--- src/rtl/spi_slave_rx_ctrl.sv ---
// SPI slave receive controller: deserialises 10-bit command frames from MOSI
// and forwards RAM read bytes to the MISO parallel-to-serial stage.
module spi_slave_rx_ctrl (
  input  logic       clk,
  input  logic       rst,
  input  logic       ss_n,
  input  logic       mosi,
  output logic [9:0] rx_data,
  output logic       rx_valid,
  input  logic [7:0] tx_data,
  input  logic       tx_valid,
  output logic [7:0] p2s_data,
  output logic       p2s_load,
  input  logic       p2s_busy
);

  typedef enum logic [2:0] {
    IDLE,
    CHK_CMD,
    WRITE,
    READ_ADD,
    READ_DATA
  } state_e;

  state_e      state_q, state_d;
  logic [3:0]  cnt_q, cnt_d;
  logic [9:0]  shift_q, shift_d;
  logic [9:0]  rx_data_q, rx_data_d;
  logic        rx_valid_q, rx_valid_d;
  logic [7:0]  p2s_data_q, p2s_data_d;
  logic        p2s_load_q, p2s_load_d;
  logic        rd_addr_seen_q, rd_addr_seen_d;
  logic        load_pending_q, load_pending_d;
  logic        tx_seen_q, tx_seen_d;

  always_ff @(posedge clk or posedge rst) begin
    if (rst) begin
      state_q        <= IDLE;
      cnt_q          <= '0;
      shift_q        <= '0;
      rx_data_q      <= '0;
      rx_valid_q     <= 1'b0;
      p2s_data_q     <= '0;
      p2s_load_q     <= 1'b0;
      rd_addr_seen_q <= 1'b0;
      load_pending_q <= 1'b0;
      tx_seen_q      <= 1'b0;
    end else begin
      state_q        <= state_d;
      cnt_q          <= cnt_d;
      shift_q        <= shift_d;
      rx_data_q      <= rx_data_d;
      rx_valid_q     <= rx_valid_d;
      p2s_data_q     <= p2s_data_d;
      p2s_load_q     <= p2s_load_d;
      rd_addr_seen_q <= rd_addr_seen_d;
      load_pending_q <= load_pending_d;
      tx_seen_q      <= tx_seen_d;
    end
  end

  always_comb begin
    state_d        = state_q;
    cnt_d          = cnt_q;
    shift_d        = shift_q;
    rx_data_d      = rx_data_q;
    rx_valid_d     = 1'b0;
    p2s_data_d     = p2s_data_q;
    p2s_load_d     = 1'b0;
    rd_addr_seen_d = rd_addr_seen_q;
    load_pending_d = load_pending_q;
    tx_seen_d      = tx_seen_q;

    if (state_q == IDLE) begin
      if (!ss_n) state_d = CHK_CMD;
    end else if (ss_n) begin
      // Deselect beats everything sampled on the same edge: last bit, tx_valid, pending load.
      state_d        = IDLE;
      cnt_d          = '0;
      load_pending_d = 1'b0;
      tx_seen_d      = 1'b0;
    end else if (state_q == CHK_CMD) begin
      shift_d   = {shift_q[8:0], mosi};
      cnt_d     = 4'd1;
      tx_seen_d = 1'b0;
      if (!mosi)               state_d = WRITE;
      else if (rd_addr_seen_q) state_d = READ_DATA;
      else                     state_d = READ_ADD;
    end else begin
      if (cnt_q < 4'd10) begin
        shift_d = {shift_q[8:0], mosi};
        cnt_d   = cnt_q + 4'd1;
        if (cnt_q == 4'd9) begin
          rx_data_d  = {shift_q[8:0], mosi};
          rx_valid_d = 1'b1;
          if (state_q == READ_ADD) rd_addr_seen_d = 1'b1;
        end
      end
      // Read byte accepted once per frame, only after the frame has completed.
      if (state_q == READ_DATA && cnt_q == 4'd10) begin
        if (tx_valid && !tx_seen_q) begin
          p2s_data_d = tx_data;
          tx_seen_d  = 1'b1;
          if (!p2s_busy) begin
            p2s_load_d     = 1'b1;
            rd_addr_seen_d = 1'b0;
          end else begin
            load_pending_d = 1'b1;
          end
        end else if (load_pending_q && !p2s_busy) begin
          p2s_load_d     = 1'b1;
          load_pending_d = 1'b0;
          rd_addr_seen_d = 1'b0;
        end
      end
    end
  end

  assign rx_data  = rx_data_q;
  assign rx_valid = rx_valid_q;
  assign p2s_data = p2s_data_q;
  assign p2s_load = p2s_load_q;

endmodule

--- config.mk ---
export PLATFORM = sky130hd
export DESIGN_NAME = spi_slave_rx_ctrl
export DESIGN_NICKNAME = d
export VERILOG_FILES = /design/src/rtl/spi_slave_rx_ctrl.sv
export SDC_FILE = /design/constraint.sdc
export NUM_CORES = 1
export LEC_CHECK = 0
export ABC_AREA = 1
export CORE_ASPECT_RATIO = 0.9
export CORE_MARGIN = 2
export CORE_UTILIZATION = 55
export DETAILED_ROUTE_END_ITERATION = 10
export HOLD_SLACK_MARGIN = 0.03
export PLACE_DENSITY = 0.85
export RECOVER_POWER = 100
export SLEW_MARGIN = 15
export SYNTH_ARGS = -nofsm -noshare
export SYNTH_HDL_FRONTEND = slang
export SYNTH_SLANG_ARGS = --single-unit
export TNS_END_PERCENT = 100
--- constraint.sdc ---
create_clock -name clk -period 3.83 [get_ports clk]
set_input_delay 0.383 -clock clk [delete_from_list [all_inputs] [get_ports clk]]
set_output_delay 0.383 -clock clk [all_outputs]
set_load 0.005 [all_outputs]
# Word-level counts from Yosys, hierarchy flattened
# Index checks and enable logic that the tools add are counted.
# classes
addsub	1
n_lt_le_gt_ge	1
eq_ne	8
mux	40
bitwise	3
reduce_logical	21
# op_table
op	n
$mux W1	29
$mux W3	6
$mux W9	2
$reduce_and A5 Y1	3
$reduce_bool A3 Y1	5
$mux W4	3
$reduce_and A3 Y1	3
$eq A4 B4 Y1 const B	2
$add A4 B1 Y4 const B	1
$lt A4 B4 Y1 const B	1
$ne A2 B2 Y1 const B	2
$reduce_and A2 Y1	2
$reduce_bool A2 Y1	2
$eq A3 B1 Y1 const B	1
$eq A3 B2 Y1 const B	1
$eq A3 B3 Y1 const B	1
$logic_and A1 B1 Y1	3
$logic_not A3 Y1	1
$ne A3 B3 Y1 const B	1
$not A1 Y1	3
$logic_not A1 Y1	2
# word_totals
ff_bits	39
input_bits	14
output_inout_bits	20
word_cells	84

# Longest topological paths before layout
# depth
depth_word	8
depth_mapped	9
ltp_nobuf	9

# Least setup slack after synthesis
# OpenSTA, ideal clock, no wires.
# synth_path
path_kind	register to register
startpoint	reg cnt_q[0]
endpoint	reg rd_addr_seen_q
setup_time_ns	0.113
t_arrival_ns	1.159
t_required_ns	3.717
setup_slack_ns	2.558
stages_incl_launch_ff	10
path_buffers	0
period_less_slack_ns	1.272
cell_sequence	dfrtp_1 inv_1 ha_1 nand2_1 inv_1 nand3_1 inv_2 nand3_1 nand2_1 inv_1
# synth_via
elab_chain_cells	6
elab_cells_between_ends	10
classes_between	order compare (1); eq/ne (2); mux (6); reduce/logical (1)
# synth_rtl
element	line	source
start: declaration	26	logic [3:0] cnt_q, cnt_d;
start signal: assignment	50	cnt_q <= cnt_d;
parallel branches: the longest is 5 deep, another holds $lt A4 B4 Y1	--	
$mux W1 *	100	if (state_q == READ_DATA && cnt_q == 4'd10) begin
end signal: assignment	56	rd_addr_seen_q <= rd_addr_seen_d;
end: declaration	32	logic rd_addr_seen_q, rd_addr_seen_d;
# Every way passes the cells marked *.
# A chain may end at the register's enable or synchronous reset.

==> flow_summary_export.csv <==
group,metric,value,unit
status,status,"finished, violations left",
status,violations,"capacitance limit, slew limit",
detailed_routing,drt-total-wl,3.45,mm
global_route,grt_max_degree,40,
pwr,p_leak,1.21,nW
clock_tree,cts_tree,"built",
synthesis,synth_area,1840,sq um
pwr,p_int,0.000731,W
detailed_routing,via_per_inst,5.00,
worst_setup_path,r2r_slack,1990,ps
worst_setup_path,worstSetupEndpoint,"cnt_q[3]",
placement,dp_slack,1780,ps
detailed_routing,ant_nets,0,
synthesis,postSynthCellCount,212,
detailed_routing,routed-via-count,1460,
die,ios,34,
worst_setup_path,r2r_cells,7,
pwr,power.total,0.00111,W
pwr,p_seq_frac,0.472,
clock_tree,htreeDepth,2,
pwr,ir_drop,0.000353,V
flow_run,drv_cap,1,
worst_setup_path,critPathMaxStageDelay,1430,ps
timing,tns,0,ps
synthesis,synth_nets,229,
clock_tree,clkSlewWorstSetupHoldPaths,70,ps
placement,portBuffers,33,
clock_tree,cts_root_buf,"clkbuf_8",
timing,worst_pin_slew,2010,ps
die,num_rows,19,
worst_setup_path,crit_path_start,"rst",
placement,place.gp.congestion,0.882,
die,die_y,58.8,um
die,die_w,64.9,um
worst_setup_path,reg2reg_from,"state_q[2]",
detailed_routing,drtIter0Drc,92,
synthesis,ys_types,23,
global_route,grt_overflow_total,0,
timing,finClkSkew,5.19,ps
timing,relSlewSlack,-0.339,
clock_tree,cts_buffers,5,
die,core_area,3110,sq um
synthesis,synth_seq_area_share,0.531,
clock_tree,cts_num_sinks,39,
pwr,power.density,496,nW/um^2
detailed_routing,drc_errors,0,
worst_setup_path,end_kind,"async pin",
finish,finalNonFillerCells,292,
worst_setup_path,cp_max_fo,39,
placement,dp_cells,284,
pwr,swShare,0.340,
worst_setup_path,cp.required,3840,ps
global_route,grt_pass1_vias,1361,
global_route,antenna_found_initial,0,
worst_setup_path,crit_chain,"clkdlybuf4s50_1 -> inv_1 -> clkbuf_1",
worst_setup_path,worstSetupPathDepth,3,
detailed_routing,avgRoutedWirePerCell,11.8,um
placement,hpwlAfterDp,2.43,mm
finish,synthToLayoutAreaGrowth,21.2,%
global_route,grt_util_all_layers,0.212,
clock_tree,post_cts_resized,0,
pwr,power.switching,0.000376,W
clock_tree,clk_path_buf_depth,2,
worst_setup_path,critical_path_arrival,2290,ps
finish,finalNetCount,266,
timing,rsz0062_at_grt,"no",
synthesis,synth_seq_cells,39,
synthesis,postSynthAreaPerCell,8.67,sq um
clock_tree,clkLatencyLatePin,290,ps
pwr,p_comb_frac,0.253,
worst_setup_path,cp_num_buf_inv,3,
clock_tree,postCtsHoldBufs,0,
worst_setup_path,slowest_stage,"clkbuf_1",
die,die-area,3820,sq um
pwr,clkPwrFrac,0.275,
worst_setup_path,r2r_end,"p2s_data[2]",
timing,min_period_over_period,0.595,
timing,hold_viol,0,
finish,layout-drive-gt1-share,0.0720,
timing,fmaxAchievable,0.438,GHz
timing,setup_viol,0,
timing,finalCriticalPeriod,2280,ps
timing,maxSlewViolCount,40,
worst_setup_path,crit_path_start_kind,"input pin",
finish,antenna_cells,0,
worst_setup_path,critPathKind,"input pin to async pin",
global_route,grt_pass1_wl,5.96,mm
synthesis,yosysWarnings,0,
detailed_routing,drtPass1Iterations,4,
timing,fin_ws,1550,ps
clock_tree,cts_setup_buffers,0,
die,initial_utilization,0.590,
min_path,hold_path_class,"flip-flop to flip-flop",
worst_setup_path,cp_top_family,"buffers and inverters",
## per-layer routing
metal  vias to the layer above  global-route usage  part of all wire
li1                        741                   -                 -
met1                       668               0.264              0.46
met2                        45               0.334              0.46
met3                         6              0.0822             0.064
met4                         0              0.0912             0.014
met5                         -                   0                 0
## power groups by stage
| stage | clock (W) | sequential, W | combinational [W] |
|---|---|---|---|
| after global placement | 0 | 0.000527 | 0.000319 |
| after CTS | 0.000314 | 0.000521 | 0.000333 |
| after floorplan | 0 | 0.000518 | 0.000280 |
| after global routing | 0.000334 | 0.000531 | 0.000325 |
| after detailed placement | 0 | 0.000529 | 0.000327 |
| final | 0.000304 | 0.000522 | 0.000280 |
## synthesized netlist by cell type
| library cell | n | area share |
|---|---|---|
| inv_2 | 7 | 0.014 |
| buf_12 | 1 | 0.011 |
| nor2_8 | 1 | 0.011 |
| nor2_2 | 1 | 0.0034 |
| nand3_2 | 2 | 0.011 |
| o211ai_1 | 1 | 0.0041 |
| buf_6 | 1 | 0.0061 |
| nand3b_1 | 1 | 0.0041 |
| buf_4 | 1 | 0.0041 |
| o21ai_1 | 6 | 0.016 |
| ha_1 | 3 | 0.020 |
| o31ai_1 | 1 | 0.0041 |
| nand3_1 | 17 | 0.046 |
| nor2_1 | 9 | 0.018 |
| inv_1 | 24 | 0.049 |
| buf_2 | 1 | 0.0027 |
| nand2_2 | 3 | 0.010 |
| o21ai_0 | 11 | 0.030 |
| o21ai_2 | 9 | 0.043 |
| nand4_1 | 2 | 0.0068 |
| nand2_1 | 69 | 0.14 |
| dfrtp_1 | 39 | 0.53 |
| nand2_4 | 2 | 0.012 |
## area by class of cell
type,count,area [sq um]
flip-flops and latches,39,976
fillers,249,886
well taps,42,52.6
clock buffers,7,96.3
multi-input cells,138,646
inverters,31,116
repair buffers,34,334
clock inverters,1,7.51
## cells by family (layout without fill, tap and decap cells)
kind of cell,count (synthesis),after routing,synth area share
fa+ha+maj,3,3,0.0204
flops,39,39,0.531
compound gates,28,28,0.0973
buf+inv,35,73,0.0871
simple gates,107,107,0.264
## placed cells by master, fill, tap and decap left out
| master | count |
|---|---|
| nand3_1 | 17 |
| o21ai_2 | 3 |
| nand2_1 | 72 |
| o31ai_1 | 1 |
| dlygate4sd3_1 | 21 |
| nand2_2 | 2 |
| clkdlybuf4s50_1 | 12 |
| inv_1 | 29 |
| nor2_1 | 10 |
| nor2_2 | 1 |
| ha_1 | 3 |
| clkbuf_1 | 1 |
| clkinvlp_4 | 1 |
| nand3_2 | 2 |
| inv_2 | 2 |
| nand3b_1 | 1 |
| o21ai_0 | 23 |
| o211ai_1 | 1 |
| dfrtp_1 | 39 |
| nand4_1 | 2 |
| clkbuf_8 | 7 |
## stage by stage
stage | util | hold WS (ps) | area [sq um]
finish | 0.716 | 469 | 2230
global route | 0.716 | 503 | 2230
global placement | 0.701 | 453 | 2180
detailed placement | 0.701 | 459 | 2180
CTS | 0.735 | 478 | 2290
floorplan | - | 441 | 1840
## worst min-delay path, cell delays in order (launching register included)
cell and delay [ps]:
dfrtp_1 340, nand2_1 50, nand2_1 50
## state kept, by name (all words and copies together) (netlist names)
| register | count |
|---|---|
| cnt_q | 4 |
| load_pending_q | 1 |
| p2s_data | 8 |
| p2s_load | 1 |
| rd_addr_seen_q | 1 |
| rx_data | 10 |
| rx_valid | 1 |
| shift_q | 9 |
| state_q | 3 |
| tx_seen_q | 1 |
## how the worst min path moves through the flow
stage,from,to,slack [ps],cells after the start
after floorplan,shift_q[8],rx_data[9],440,2
after global placement,p2s_data[7],p2s_data[7],450,2
after detailed placement,load_pending_q,load_pending_q,460,2
after CTS,load_pending_q,load_pending_q,480,2
after global routing,p2s_data[3],p2s_data[3],500,2
final,p2s_data[3],p2s_data[3],470,2
(Power assumes the default switching activity.)
